## src/rtl/rom_scan_ctrl.sv

```systemverilog
// Sequential scan controller for NUM_BANKS 8x8 ROM banks: reads a linear byte range
// with wrap and presents each byte on a valid/ready output. Optional: ROM_SCAN_CHECKSUM_EN.
`timescale 1ns/1ps
module rom_scan_ctrl #(
  parameter int NUM_BANKS = 3
) (
  input  logic                 clk,
  input  logic                 rst_n,
  input  logic                 start,
  input  logic [4:0]           start_addr,
  input  logic [4:0]           length,
  output logic [NUM_BANKS-1:0] cs,
  output logic [2:0]           addrb,
  output logic                 read_en,
  input  logic [7:0]           datab,
  output logic [7:0]           out_data,
  output logic                 out_valid,
  input  logic                 out_ready,
  output logic                 out_last,
  output logic                 busy,
  output logic                 done,
  output logic                 err
`ifdef ROM_SCAN_CHECKSUM_EN
  ,
  output logic [7:0]           checksum
`endif
);

  localparam int ADDR_SPACE = NUM_BANKS * 8;
  localparam logic [5:0] ADDR_LIMIT = 6'(ADDR_SPACE);
  localparam logic [4:0] LAST_ADDR  = 5'(ADDR_SPACE - 1);

  typedef enum logic [1:0] {
    IDLE  = 2'd0,
    ISSUE = 2'd1,
    HOLD  = 2'd2,
    FIN   = 2'd3
  } state_t;

  state_t     state;
  state_t     state_next;
  logic [4:0] cur_addr;
  logic [4:0] remaining;
  logic [4:0] remaining_dec;
  logic [4:0] addr_inc;
  logic       start_take;
  logic       start_legal;
  logic       byte_take;

  // Output handshake: a byte transfers on a rising edge where out_valid and
  // out_ready are both 1; out_data/out_last stay frozen while out_valid is 1
  // and out_ready is 0, and the producer never withdraws a presented byte.
  assign start_take    = (state == IDLE) && start;
  assign start_legal   = ({1'b0, start_addr} < ADDR_LIMIT);
  assign byte_take     = (state == HOLD) && out_valid && out_ready;
  assign remaining_dec = remaining - 5'd1;
  assign addr_inc      = (cur_addr == LAST_ADDR) ? 5'd0 : cur_addr + 5'd1;

  // State register
  always_ff @(posedge clk or negedge rst_n) begin
    if (!rst_n) begin
      state <= IDLE;
    end else begin
      state <= state_next;
    end
  end

  // Next-state logic
  always_comb begin
    state_next = state;
    case (state)
      IDLE: begin
        if (start) begin
          if (!start_legal || (length == 5'd0)) begin
            state_next = FIN;
          end else begin
            state_next = ISSUE;
          end
        end
      end
      ISSUE: state_next = HOLD;
      HOLD: begin
        if (byte_take) begin
          state_next = (remaining_dec != 5'd0) ? ISSUE : FIN;
        end
      end
      FIN:     state_next = IDLE;
      default: state_next = IDLE;
    endcase
  end

  // State-decoded outputs; the ROM port is idle (all zero) outside ISSUE.
  always_comb begin
    read_en = 1'b0;
    addrb   = 3'd0;
    cs      = '0;
    busy    = (state != IDLE);
    done    = (state == FIN);
    if (state == ISSUE) begin
      read_en = 1'b1;
      addrb   = cur_addr[2:0];
      for (int k = 0; k < NUM_BANKS; k++) begin
        cs[k] = (cur_addr[4:3] == 2'(k));
      end
    end
  end

  // Scan pointer and byte counter
  always_ff @(posedge clk or negedge rst_n) begin
    if (!rst_n) begin
      cur_addr  <= 5'd0;
      remaining <= 5'd0;
    end else if (start_take && start_legal) begin
      cur_addr  <= start_addr;
      remaining <= length;
    end else if (byte_take) begin
      remaining <= remaining_dec;
      if (remaining_dec != 5'd0) begin
        cur_addr <= addr_inc;
      end
    end
  end

  // Output byte register: the ROM answers within the ISSUE cycle.
  always_ff @(posedge clk or negedge rst_n) begin
    if (!rst_n) begin
      out_data  <= 8'd0;
      out_valid <= 1'b0;
      out_last  <= 1'b0;
    end else if (state == ISSUE) begin
      out_data  <= datab;
      out_valid <= 1'b1;
      out_last  <= (remaining == 5'd1);
    end else if (byte_take) begin
      out_valid <= 1'b0;
      out_last  <= 1'b0;
    end
  end

  // err is sticky until the next legal start is taken.
  always_ff @(posedge clk or negedge rst_n) begin
    if (!rst_n) begin
      err <= 1'b0;
    end else if (start_take) begin
      err <= !start_legal;
    end
  end

`ifdef ROM_SCAN_CHECKSUM_EN
  always_ff @(posedge clk or negedge rst_n) begin
    if (!rst_n) begin
      checksum <= 8'd0;
    end else if (start_take) begin
      checksum <= 8'd0;
    end else if (byte_take) begin
      checksum <= checksum + out_data;
    end
  end
`endif

endmodule

```

## config.mk

```make
export PLATFORM = sky130hd
export DESIGN_NAME = rom_scan_ctrl
export DESIGN_NICKNAME = d
export VERILOG_FILES = /design/src/rtl/rom_scan_ctrl.sv
export SDC_FILE = /design/constraint.sdc
export NUM_CORES = 1
export LEC_CHECK = 0
export BUFFER_PORTS_ARGS = -buffer_cell sky130_fd_sc_hd__buf_2
export CAP_MARGIN = 20
export CORE_ASPECT_RATIO = 0.6
export CORE_UTILIZATION = 45
export CTS_CLUSTER_DIAMETER = 200
export DETAILED_ROUTE_END_ITERATION = 6
export GPL_TIMING_DRIVEN = 0
export PLACE_DENSITY = 0.73
export SETUP_SLACK_MARGIN = 0.5
export SLEW_MARGIN = 15
export SYNTH_ARGS = -nofsm -noshare
export SYNTH_HDL_FRONTEND = slang
export SYNTH_SLANG_ARGS = --single-unit
```

## constraint.sdc

```tcl
create_clock -name clk -period 2.7 [get_ports clk]
set_clock_uncertainty 0.15 [all_clocks]
set_input_delay 0.27 -clock clk [delete_from_list [all_inputs] [get_ports clk]]
set_output_delay 0.27 -clock clk [all_outputs]
set_load 0.02 [all_outputs]
```

==> impl_metrics.tcl <==
set metrics [dict create \
    status "finished, final reports clean" \
    clock_sinks 23 \
    ys_top_cells_by_count "38 x nand2_1, 23 x dfrtp_1, 9 x nor2_1" \
    grt_usage_pct 20.97 \
    ir_drop_mv 0.5016 \
    fin_crit_sh_pct 77.17 \
    rsz0062_at_grt "no" \
    vias 1114 \
    rows 14 \
    fin_nets 210 \
    yosys_register_bits 23 \
    syn-instance-count 138 \
    power_density_mw_per_mm2 1181 \
    path_clk_slew_ps 80 \
    clock_latency_ps 270 \
    grt_use_met1_pct 31.37 \
    vias_per_cell 5.157 \
    grt_most_used_layer "met1" \
    fin_ws_ps 616.4 \
    finalSetupTns_ps 0 \
    fin_crit_ps 2084 \
    dp_hpwl_um 2186 \
    power.total_mw 1.825 \
    initial_core_util_pct 48.23 \
    grt_max_degree 24 \
    postCtsSetupBuffers 0 \
    grt_pass1_wl_um 4747 \
    avgSynthCellArea_um2 8.876 \
    cts_tree "yes" \
    maxSlewHeadroom_pct 64.66 \
    route.detailed.wl_per_inst_um 13.22 \
    grt_pass1_vias 1027 \
    hold_end "out_data[3]" \
    critPathLaunchType "register" \
    overflow 0 \
    synthDominantCellAreaShare_pct 46.99 \
    drtAntennaViolNets 0 \
    synth_ff_type "dfrtp_1" \
    drv_cap 0 \
    cts-root-buf "clkbuf_8" \
    fmax_mhz 479.9 \
    die_w_um 69.36 \
    yosys-top-cells-area "dfrtp_1 47%, nand2_1 12%, ha_1 3.1%" \
    first_pass_iters 4 \
    crit_arrival_ps 1660 \
    async_flop_share_pct 100.0 \
    drc 0 \
    holdWs_ps 37.20 \
    grtUsageMet3_pct 6.250 \
    yosysWarnings 0 \
    holdPathStages 3 \
    end_kind "output pin" \
    holdCritPathClass "primary input to register" \
    yosysSeqAreaShare_pct 46.99 \
    n_antenna_cell 0 \
    yosysMostFrequentCell "nand2_1" \
    p_leak_nw 0.7818 \
    dieHeight_um 42.42 \
    cts_made_buffers 3 \
    boundaryPins 42 \
    r2r-start "remaining[1]" \
    r2r_slack_ps 650 \
    antenna_found_initial 0 \
    final_max_slew_viol_count 0 \
    setup_violations 0 \
    drt_iter0_markers 73 \
    r2r-end "cur_addr[3]" \
    critPathRequiredTime_ps 2280 \
    worst_r2r_path_depth 6 \
    synth_area_mm2 0.001225 \
    h-tree-depth 1 \
    wirelength_um 2855 \
    area_delta_synth_final_pct 26.15 \
    core_mm2 0.002540 \
    cp_max_fo 10 \
    hold_viol 0 \
    grtUsageMet2_pct 30.29 \
    die_area_mm2 0.002942 \
    syn_nets 163 \
    cts_buffer_depth 2 \
    layout-drive-gt1-share_pct 29.89 \
    synth.distinct_cells 36 \
    place_congestion 0.8587 \
    fillCellCount 224 \
    path_class "register to output pin" \
    synth_top_area_cell "dfrtp_1" \
    min_from "datab[3]" \
    synth_edf_count 0 \
    worst_slew_pin_slew_ps 530.2 \
    portBuffers 41 \
    pre_cts_ws_ps 499.6 \
]
## routing by layer
layer / wire [um] / vias to the layer above
met5: 0 / -
met4: 10 / 0
met3: 180 / 2
met2: 1174 / 35
met1: 1489 / 506
li1: - / 571
## logic make-up after synthesis
logic type	Yosys count	share of synthesized area [%]
flops	23	46.99
simple gates	76	31.46
xor+xnor	1	0.7151
compound gates	25	14.10
fa+ha+maj	3	3.065
mux	1	0.8172
buf+inv	9	2.860
## worst max-delay path, stage by stage (launching register included)
cell	delay, ps
dfrtp_1	460
nand2b_1	260
inv_1	160
buf_2	230
and2_1	150
buf_2	150
## layout make-up
type | instances | area [um^2] | share of cell area (%)
clock buffer | 3 | 41.29 | 2.672
sequential | 23 | 576.8 | 37.33
multi-input combinational | 106 | 630.6 | 40.81
timing repair buffer | 42 | 215.2 | 13.93
tap | 32 | 40.04 | 2.591
clock inverter | 1 | 5.005 | 0.3239
inverter | 5 | 18.77 | 1.215
buffer | 4 | 17.52 | 1.134
## stage by stage
step | cell area (um^2) | util (%) | cells
after floorplan | 1225 | - | 138
after global placement | 1470 | 57.88 | 211
after detailed placement | 1470 | 57.88 | 211
after CTS | 1535 | 60.44 | 216
after global routing | 1545 | 60.84 | 216
final | 1545 | 60.84 | 216
## worst max-delay path by stage
stage                      start          end
floorplan           remaining[0]  cur_addr[3]
global placement    remaining[0]  cur_addr[3]
detailed placement  remaining[0]  cur_addr[3]
CTS                 remaining[0]  cur_addr[3]
global route            state[1]     addrb[1]
finish                  state[1]     addrb[1]
## where the power goes
group / switching [mW] / internal (mW)
Combinational: 0.559 / 0.349
Sequential: 0.183 / 0.515
Clock: 0.116 / 0.103
Total: 0.858 / 0.967
## sequential cells by signal (all words and copies together), names as in the netlist
| name | cells |
|---|---|
| state | 2 |
| cur_addr | 5 |
| out_data | 8 |
| err | 1 |
| out_valid | 1 |
| out_last | 1 |
| remaining | 5 |
## placed cells by master (no fill, tap or decap), types with 3 or more instances in the layout
| master | n |
|---|---|
| o21ai_1 | 6 |
| o21ai_0 | 3 |
| nand2_1 | 38 |
| a21oi_1 | 6 |
| nand3_1 | 6 |
| dfrtp_1 | 22 |
| nor2_1 | 9 |
| clkbuf_8 | 3 |
| a31oi_1 | 3 |
| and2_1 | 4 |
| inv_1 | 5 |
| buf_2 | 43 |
## repair_timing
item,4_1_cts,5_1_grt
gates resized for setup,2,4
hold buffers,1,0
hold endpoints to repair,23,0
setup endpoints to repair,2,5
No activity file was read; power rests on OpenSTA's default activity.
